File: src/rtl/conv_pkg.sv
// Shared widths, FSM state encoding and output-geometry helper for the
// convolution datapath (scheduler, PE and buffers).
package conv_pkg;

  localparam int DATA_W   = 30;
  localparam int WEIGHT_W = 18;
  localparam int ACC_W    = 48;

  typedef enum logic [2:0] {
    IDLE,
    LOAD,
    STREAM,
    FLUSH,
    DONE
  } state_e;

  // Side length of the output map for an F x F input, K x K kernel, stride S.
  function automatic int out_dim(input int f, input int k, input int s);
    return (f - k) / s + 1;
  endfunction

endpackage

File: src/rtl/pe_scheduler.sv
// Sequencer for one convolution PE: latches weights, streams the feature map
// row-major with an unbroken enable, and collects results into the output buffer.
module pe_scheduler
  import conv_pkg::*;
#(
  parameter int KERNEL_SIZE = 4,
  parameter int FM_SIZE     = 5,
  parameter int STRIDE      = 1,
  parameter int FM_ADDR_W   = $clog2(FM_SIZE * FM_SIZE),
  parameter int OUT_ADDR_W  =
    (out_dim(FM_SIZE, KERNEL_SIZE, STRIDE) * out_dim(FM_SIZE, KERNEL_SIZE, STRIDE) > 1) ?
    $clog2(out_dim(FM_SIZE, KERNEL_SIZE, STRIDE) * out_dim(FM_SIZE, KERNEL_SIZE, STRIDE)) : 1
) (
  input  logic                                         i_clk,
  input  logic                                         i_rst_n,
  input  logic                                         i_start,
  input  logic [KERNEL_SIZE*KERNEL_SIZE*WEIGHT_W-1:0]  i_weight,
  output logic                                         o_busy,
  output logic                                         o_done,
  output logic                                         o_err,
  output logic                                         o_fm_rd,
  output logic [FM_ADDR_W-1:0]                         o_fm_addr,
  input  logic signed [DATA_W-1:0]                     i_fm_data,
  output logic                                         o_pe_en,
  output logic signed [DATA_W-1:0]                     o_pe_data,
  output logic [KERNEL_SIZE*KERNEL_SIZE*WEIGHT_W-1:0]  o_pe_weight,
  input  logic                                         i_pe_en,
  input  logic signed [ACC_W-1:0]                      i_pe_P,
  output logic                                         o_out_we,
  output logic [OUT_ADDR_W-1:0]                        o_out_addr,
  output logic signed [ACC_W-1:0]                      o_out_data
);

  localparam int W_BITS  = KERNEL_SIZE * KERNEL_SIZE * WEIGHT_W;
  localparam int OUT_DIM = out_dim(FM_SIZE, KERNEL_SIZE, STRIDE);
  localparam int N_PIX   = FM_SIZE * FM_SIZE;
  localparam int N_OUT   = OUT_DIM * OUT_DIM;
  localparam int TMO     = FM_SIZE * KERNEL_SIZE + 8;
  localparam int TMO_W   = $clog2(TMO + 1);
  // One spare bit so the count can reach N_OUT without wrapping to zero.
  localparam int CNT_W   = OUT_ADDR_W + 1;

  state_e                   state_q, state_d;
  logic [FM_ADDR_W-1:0]     rd_addr_q, rd_addr_d;
  logic                     rd_dly_q, rd_dly_d;
  logic [W_BITS-1:0]        weight_q, weight_d;
  logic [CNT_W-1:0]         cnt_q, cnt_d;
  logic [TMO_W-1:0]         flush_cnt_q, flush_cnt_d;
  logic                     err_q, err_d;
  logic                     out_we_q, out_we_d;
  logic [OUT_ADDR_W-1:0]    out_addr_q, out_addr_d;
  logic signed [ACC_W-1:0]  out_data_q, out_data_d;

  logic busy;
  logic capture;

  assign busy = (state_q != IDLE);
  // LOAD is excluded so the count clear never races a stale result strobe.
  assign capture = i_pe_en && busy && (state_q != LOAD) && (cnt_q < CNT_W'(N_OUT));

  always_comb begin
    // NOTE: every variable gets a default before the case so no path leaves
    // one unassigned, which would otherwise infer a latch.
    state_d     = state_q;
    rd_addr_d   = rd_addr_q;
    rd_dly_d    = 1'b0;
    weight_d    = weight_q;
    cnt_d       = cnt_q;
    flush_cnt_d = '0;
    err_d       = err_q;
    out_we_d    = 1'b0;
    out_addr_d  = out_addr_q;
    out_data_d  = out_data_q;

    unique case (state_q)
      IDLE: begin
        if (i_start) state_d = LOAD;
      end
      LOAD: begin
        weight_d  = i_weight;
        rd_addr_d = '0;
        cnt_d     = '0;
        err_d     = 1'b0;
        state_d   = STREAM;
      end
      STREAM: begin
        rd_dly_d  = 1'b1;
        rd_addr_d = rd_addr_q + FM_ADDR_W'(1);
        if (rd_addr_q == FM_ADDR_W'(N_PIX - 1)) state_d = FLUSH;
      end
      FLUSH: begin
        flush_cnt_d = flush_cnt_q + TMO_W'(1);
        if (cnt_q == CNT_W'(N_OUT)) begin
          state_d = DONE;
        end else if (flush_cnt_q == TMO_W'(TMO - 1)) begin
          err_d   = 1'b1;
          state_d = DONE;
        end
      end
      DONE: begin
        state_d = IDLE;
      end
      default: begin
        state_d = IDLE;
      end
    endcase

    if (capture) begin
      out_we_d   = 1'b1;
      out_addr_d = cnt_q[OUT_ADDR_W-1:0];
      out_data_d = i_pe_P;
      cnt_d      = cnt_q + CNT_W'(1);
    end
  end

  always_ff @(posedge i_clk) begin
    if (!i_rst_n) begin
      state_q     <= IDLE;
      rd_addr_q   <= '0;
      rd_dly_q    <= 1'b0;
      // NOTE: the weight register is reset too, because o_pe_weight must read
      // zero after reset; it is a plain register, not a RAM.
      weight_q    <= '0;
      cnt_q       <= '0;
      flush_cnt_q <= '0;
      err_q       <= 1'b0;
      out_we_q    <= 1'b0;
      out_addr_q  <= '0;
      out_data_q  <= '0;
    end else begin
      // NOTE: non-blocking assignments so every register samples pre-edge values.
      state_q     <= state_d;
      rd_addr_q   <= rd_addr_d;
      rd_dly_q    <= rd_dly_d;
      weight_q    <= weight_d;
      cnt_q       <= cnt_d;
      flush_cnt_q <= flush_cnt_d;
      err_q       <= err_d;
      out_we_q    <= out_we_d;
      out_addr_q  <= out_addr_d;
      out_data_q  <= out_data_d;
    end
  end

  assign o_busy      = busy;
  assign o_done      = (state_q == DONE);
  assign o_err       = err_q;
  assign o_fm_rd     = (state_q == STREAM);
  assign o_fm_addr   = rd_addr_q;
  // Gated by reset so the PE sees its enable drop in the reset cycle itself.
  assign o_pe_en     = i_rst_n && (rd_dly_q || (state_q == FLUSH));
  assign o_pe_data   = rd_dly_q ? i_fm_data : '0;
  assign o_pe_weight = weight_q;
  assign o_out_we    = out_we_q;
  assign o_out_addr  = out_addr_q;
  assign o_out_data  = out_data_q;

endmodule

File: config.mk
export PLATFORM = sky130hd
export DESIGN_NAME = pe_scheduler
export DESIGN_NICKNAME = d
export VERILOG_FILES = /design/src/rtl/conv_pkg.sv /design/src/rtl/pe_scheduler.sv
export SDC_FILE = /design/constraint.sdc
export NUM_CORES = 1
export LEC_CHECK = 0
export CELL_PAD_IN_SITES_DETAIL_PLACEMENT = 1
export CELL_PAD_IN_SITES_GLOBAL_PLACEMENT = 1
export CORE_AREA = 2 2 295 297
export CTS_BUF_LIST = sky130_fd_sc_hd__clkbuf_4
export DETAILED_ROUTE_END_ITERATION = 16
export DIE_AREA = 0 0 297 299
export GPL_TIMING_DRIVEN = 0
export PLACE_DENSITY = 0.62
export SLEW_MARGIN = 20
export SYNTH_ARGS = -nofsm -noshare
export SYNTH_HDL_FRONTEND = slang
export SYNTH_SLANG_ARGS = --single-unit
export TNS_END_PERCENT = 30
File: constraint.sdc
create_clock -name i_clk -period 2.9 [get_ports i_clk]
set_input_delay 0.87 -clock i_clk [delete_from_list [all_inputs] [get_ports i_clk]]
set_output_delay 0.87 -clock i_clk [all_outputs]
set_load 0.1 [all_outputs]
==> results.md, run 1 <==
- The H-tree depth reported by CTS is 3.
- The net count after synthesis is 1980.
- The initial antenna violation count is 2.
- The kind of capture point of the worst setup path is an output pin.
- Setup repair after global routing could not meet its margin everywhere.
- The average instance in the mapped netlist occupies 8.03 um^2.
- Total power for the finished layout comes to 13.9 mW.
- The met2 demand-to-capacity share in global routing is 0.262.
- The count of cells in the finished layout, fillers not included, comes to 3693.
- The max capacitance violation total is 0.
- The run finished, with violations left.
- For met3 alone, demand over resource in global routing was 0.0579.
- The root buffer cell chosen for the clock tree is clkbuf_4.
- The area taken by flip-flops and latches is 7150 um^2.
- The quantity of I/O buffers inserted on ports is 748.
- The clock reaches the later pin of the worst-skew pair after 0.90 ns.
- In the final routed layout, each cell accounts on average for 18.3 um.
- The required arrival time at the worst endpoint is 2.03 ns.
- The worst endpoint data arrival time is 2.04 ns.
- Derived from the worst setup path, the maximum achievable clock frequency is 343 MHz.
- The headroom to the max-slew limit is 0.363.
- The final wirelength is 67.5 mm.
- The total CTS buffers is 109.
- Counting flops with an async set or reset pin after synthesis yields a share of 0.
- The post-cts hold buffer count is 0.
- The area of the core is 85900 um^2.
- The first global-routing pass estimated 99.0 mm of wire.
- The signal on the critical path passes through dlygate4sd2_1 > inv_4 > nor2_1 > buf_6.
- The startpoint of the most critical register-to-register path is state_q[0].
- TritonCTS built the clock tree.
- In the layout the commonest cells are 581 x nand2_1, 368 x clkdlybuf4s50_1, 353 x dfxtp_1.
- For this design, the sink count on the clock tree is 357.
- Row generation in the floorplan step produced 108 rows.
- The number of max-slew violations in the final report is 0.
- Counting along the longest clock path gives a buffer depth of 3.
- Across all hold checks on the routed design, the worst slack comes to 0.447 ns.
- After global routing, the most crowded layer is met2.
- The power per standard cell area is 611 nW/um^2.
- Tracing the worst setup path back leads to its startpoint at i_rst_n.
- The leakage power figure is 8.48 nW.
- The setup path with the least slack is of type in -> out.
- The number of global-route vias before repair was 15000.
- The slowest cell on the critical path is dlygate4sd2_1.
- IR analysis of the VDD net gives a maximum drop of 0.285 mV.
- The cell area after synthesis is 12900 um^2.
- The first-pass detailed-route iteration total is 6.
- The worst clock skew on the final layout is 0.0344 ns.
- Routability-driven placement finished with a final weighted congestion of 0.834.
- From left edge to right edge, the die measures 297 um.
- Entering global routing, the biggest net connects 17 pins.
- The path class of the tightest hold or removal check is reg -> reg.
- The count of endpoints failing hold in the final timing report is 0.
- The total global-route track usage is 0.148.
- After detailed routing, the number of remaining DRC violations is 0.
- In the synthesized netlist the dominant register cell turns out to be dfxtp_1.
- In the synthesized netlist, the number of instances is 1605.
- 749 I/O pins were placed.
- The filler cell count in the final layout is 10400.
- The post-synthesis cell type count is 36.
- The final reports fail on setup timing.
- The area growth from synthesis to layout is 76.9%.
- After global routing the overflow that remains totals 0.
- Dividing the final minimum period by the clock period gives 1.00.
- The peak fanout along the critical path is 16.
- The first-iteration detailed-routing DRC count is 496.
- The post-synthesis sequential element count is 357.
- After detailed routing, the number of vias per cell comes to 3.90.
- The layout net count is 2841.
- The met1 routing resource usage after global routing is 0.164.
- At the end of the flow the core is filled with cells to 0.265.
- After legalization and detailed placement, the total HPWL measured 52.7 mm.
- The count of vias placed by the detailed router is 14400.
- After layout, the worst setup slack is -0.0133 ns.
- The worst hold path startpoint is flush_cnt_q[0].
- The vertical extent of the die is 299 um.
- In the final layout, the share of cells above drive strength 1 is 0.240.
- The number of antenna-violating nets in the routed design is 0.
- Summing all multi-input logic gate instances after layout gives 5010 um^2.
- The time the worst path needs with I/O delays and setup is 2.91 ns.
- Including well taps, the total number of placed cells is 3508.
- The post-route setup TNS is -0.0159 ns.
- Setup violations remaining at the end of the flow were counted as 2.
- The total of warnings raised by yosys is 0.
- The library cell used most frequently in the layout, excluding fill and tap cells, is nand2_1.
- The die area is 88800 um^2.
- The synthesized design contains 0 enable-type register cells.
- The category of the worst setup path launch point is a primary input.
- At the pin with the least slew margin, the transition time is 0.959 ns.
- The clock-pin slew on the worst setup and hold paths is 0.06 ns.
- The part of the Yosys area used for sequential elements is 0.555.
- The initial core utilization is 0.150.
- The peak per-stage delay on the critical path is 0.48 ns.
## through the flow
| stage | area, um^2 | worst slack [ns] |
|---|---|---|
| 3_5_place_dp | 21800 | -1.55 |
| 6_report | 22800 | -0.0133 |
| 2_1_floorplan | 12900 | -0.346 |
| 3_3_place_gp | 21800 | -1.53 |
| 4_1_cts | 23200 | -0.260 |
| 5_1_grt | 22800 | -0.224 |
## path summary, 6_finish.rpt
check             cells past startpoint  slack (ns)               to
hold / removal                        1        0.45   flush_cnt_q[0]
setup reg to reg                      6        0.71  o_pe_weight[46]
hold reg to reg                       1        0.45   flush_cnt_q[0]
setup / recovery                      4       -0.01          o_pe_en
## layer usage
layer	wire length (um)	vias up	part of all wire
li1	-	7033	-
met1	26700	6784	0.40
met2	33900	521	0.50
met3	5580	83	0.083
met4	1300	0	0.019
met5	0	-	0
## cells in the mapped netlist (all sizes together), types with 2 or more instances
library cell	instances	area share
nor2b	3	0.0015
buf	65	0.037
a31oi	2	0.00097
o211ai	3	0.0017
o21ai	51	0.020
nand3b	2	0.0012
nand4	3	0.0015
inv	6	0.0017
or3b	2	0.0014
nand2	581	0.17
ha	5	0.0049
clkbuf	65	0.019
and2	30	0.015
dfxtp	357	0.55
mux2i	2	0.0016
nand2b	3	0.0015
nor3b	2	0.0012
a21oi	344	0.13
xor2	2	0.0014
nand3	58	0.023
nor2	9	0.0026
## report_power, final
| group | total, mW | leakage, nW | internal (mW) | switching, mW |
|---|---|---|---|---|
| combinational | 3.72 | 4.81 | 0.983 | 2.74 |
| sequential | 5.29 | 2.91 | 5.15 | 0.131 |
| clock | 4.92 | 0.765 | 2.59 | 2.33 |
## sequential cells by signal, summed over array words and instances (netlist names)
signal and count:
o_out_addr 2, o_fm_addr 5, o_pe_weight 288, rd_dly_q 1
o_err 1, flush_cnt_q 5, o_out_data 48, cnt_q 3
o_out_we 1, state_q 3
## worst max-delay path: cells and delay by family
kind	cells	cell delay, ns
AND/OR/NAND/NOR	1	0.19
buffers and inverters	3	0.96
## timing repair
| action | in CTS | in global routing |
|---|---|---|
| setup endpoints to repair | 378 | 141 |
| hold endpoints to repair | 0 | 0 |
| buffers inserted | 3 | 0 |
| gates resized for setup | 1081 | 262 |
## logic make-up (layout without fill, tap and decap cells)
| kind of cell | after synthesis | after routing | share of synthesized area |
|---|---|---|---|
| mux | 3 | 3 | 0.00272 |
| flops | 357 | 357 | 0.555 |
| buf+inv | 136 | 1062 | 0.0576 |
| xor+xnor | 3 | 3 | 0.00204 |
| compound gates | 402 | 402 | 0.158 |
| fa+ha+maj | 5 | 5 | 0.00485 |
| other cells | 0 | 7 | 0 |
| simple gates | 699 | 699 | 0.220 |
## final cells by class
| cell class | count | area share |
|---|---|---|
| antenna | 7 | 0.000769 |
| buffer | 129 | 0.0326 |
| clock buffer | 149 | 0.0491 |
| clock inverter | 27 | 0.00823 |
| inverter | 6 | 0.00143 |
| multi-input combinational | 1112 | 0.220 |
| sequential | 357 | 0.314 |
| tap | 1155 | 0.0634 |
| timing repair buffer | 751 | 0.311 |
No activity file was read; power rests on OpenSTA's default activity.
==> run 2: changes to the inputs <==
--- a/config.mk
+++ b/config.mk
@@ -11,6 +11,7 @@
 export CTS_BUF_LIST = sky130_fd_sc_hd__clkbuf_4
 export DETAILED_ROUTE_END_ITERATION = 16
 export DIE_AREA = 0 0 297 299
+export GPL_ROUTABILITY_DRIVEN = 0
 export GPL_TIMING_DRIVEN = 0
 export PLACE_DENSITY = 0.62
 export SLEW_MARGIN = 20
==> results of run 2 <==
Final layout, timing and power as in run 1 (identical DEF).
==> variant (config.mk and constraints of run 2) <==
Set the package constant `DATA_W` to 15 (it was 30).
--- a/src/rtl/conv_pkg.sv
+++ b/src/rtl/conv_pkg.sv
@@ -3,5 +3,5 @@
 package conv_pkg;
 
-  localparam int DATA_W   = 30;
+  localparam int DATA_W   = 15;
   localparam int WEIGHT_W = 18;
   localparam int ACC_W    = 48;
Ports: changed (resized i_fm_data and o_pe_data); port bits go from 749 to 719. The function was not compared with the original's and may differ.
==> variant against run 2 <==
The flow still finishes with violations (negative setup slack). Via count is 2.5% lower. Worst setup slack worse by 6.1 ps. Utilization shrank 0.35 points. Sequential share of layout area up 0.44 points. Power decreased by 2.7%. Non-clock buffer count is 34 lower. Hold slack improved by 3.2 ps. Sequential cell count did not move. First-iteration DRC count grew 4.0%. Synthesized area fell by 0.62%. Routed wire length fell by 1.3%. Design area is 1.3% lower. Highest routed layer is now met5.
==> variant: results (changes against run 2) <==
Route
  • Detailed-router iteration count before antenna repair: 4 (was 6)
  • Detailed-route wire length per cell: 18.4 um (was 18.3 um)

CTS
  • Clk_lat worst skew: 920 ps (was 900 ps)

Worst setup path
  • Largest stage delay on the critical path: 380 ps (was 480 ps)
  • Critical Path Sink: o_fm_rd (was o_pe_en)
  • Crit path max fanout: 7 (was 16)
  • CP startpoint kind: flop (was primary input)
  • Slowest-stage cell, CP: or3b_1 (was dlygate4sd2_1)
  • FF-to-FF End: o_pe_weight[119] (was o_pe_weight[46])

Run status
  • Status: finished, violations left (unchanged)
  • Failing checks: negative setup slack (unchanged)

Yosys
  • Synth Instances: 1,588 (was 1,605)
  • Most frequent cells after synthesis: nand2_1, dfxtp_1, a21oi_1 (unchanged)
  • Seq/Total Area, Yosys: 55.8% (was 55.5%)
  • Distinct cells, synth: 37 (was 36)
  • Syn Nets: 1,948 (was 1,980)

Place
  • Placed Area: 21,400 um^2 (was 21,800 um^2)
  • Cells after DPL: 3,461 (was 3,508)
  • PortBufs: 718 (was 748)
  • Detailed placer's ending HPWL: 52,200 um (was 52,700 um)

STA
  • Final WS setup: -19.4 ps (was -13.3 ps)
  • Fin Setup TNS: -19.4 ps (was -15.9 ps)
  • Layout Skew: 52.6 ps (was 34.4 ps)
  • Endpoints failing setup: 1 (was 2)
  • Worst relative slew slack: 40.7% (was 36.3%)

GRT
  • Vias in the first global route: 15,000 (about the same)
  • First-pass GRT wire length: 97,800 um (was 99,000 um)

Pwr
  • Pleak: 0.00817 uW (was 0.00848 uW)

Final layout
  • Fill cell count: 10,300 (was 10,400)
  • Nets@finish: 2,778 (was 2,841)
-- variant: cell types whose count changed after synthesis --
| cell | change |
|---|---|
| and2_1 | -15 |
| buf_2 | -10 |
| clkbuf_1 | -2 |
| buf_6 | -1 |
| buf_4 | +11 |
-- variant: timing repair --
item	in CTS	in global routing
endpoints found under the hold margin	0	0
gates resized for setup	1083	160
setup buffers	1	0
setup endpoints to repair	362	91
-- variant: power by group --
| part | switching, uW | leakage, uW | internal (uW) |
|---|---|---|---|
| sequential | 133 | 0.00291 | 5160 |
| combinational | 2690 | 0.00456 | 974 |
| clock | 2260 | 0.000704 | 2340 |
| total | 5080 | 0.00817 | 8470 |
-- variant: worst min path at each step --
stage | from | cells after the start | slack, ps | endpoint
floorplan | flush_cnt_q[0] | 1 | 420 | flush_cnt_q[0]
global placement | flush_cnt_q[0] | 1 | 440 | flush_cnt_q[0]
detailed placement | flush_cnt_q[0] | 1 | 440 | flush_cnt_q[0]
CTS | i_weight[251] | 3 | 300 | o_pe_weight[251]
global route | i_weight[162] | 3 | 330 | o_pe_weight[162]
finish | flush_cnt_q[0] | 1 | 450 | flush_cnt_q[0]
-- variant: worst reg2reg max path: stages, from the launching register on --
cell     delay [ps]
dfxtp_4         370
nor3b_1         230
buf_2           430
buf_2           380
buf_2           330
nand2_1         160
a21oi_1         140
-- variant: area by class of cell --
cell class                      instances  area (um^2)  share of cell area (%)
Tap cell                             1155         1450                    6.42
Multi-Input combinational cell       1097         4910                    21.8
Clock inverter                         11         80.1                   0.356
Inverter                                6         32.5                   0.145
Timing Repair Buffer                  719         7000                    31.1
Sequential cell                       357         7160                    31.8
Antenna cell                            5         12.5                  0.0556
Clock buffer                          146         1100                    4.87
Buffer                                127          749                    3.33
-- variant: per-layer routing --
layer | part of all wire [%] | track usage (%)
met2 | 50 | 25.8
met3 | 8.8 | 6.45
met4 | 2.4 | 4.67
met1 | 39 | 15.7
met5 | 0.062 | 0
-- variant: logic make-up (layout without fill, tap and decap cells) --
group / count (synthesis) / in the layout / synth area share [%]
AND/OR/NAND/NOR: 684 / 684 / 21.5
AO/OA/AOI/OAI: 402 / 402 / 15.9
flip-flops: 357 / 357 / 55.8
buffers and inverters: 134 / 1009 / 5.90
adder cells (fa/ha/maj): 5 / 5 / 0.488
XOR/XNOR: 3 / 3 / 0.205
multiplexers: 3 / 3 / 0.274
other: 0 / 5 / 0
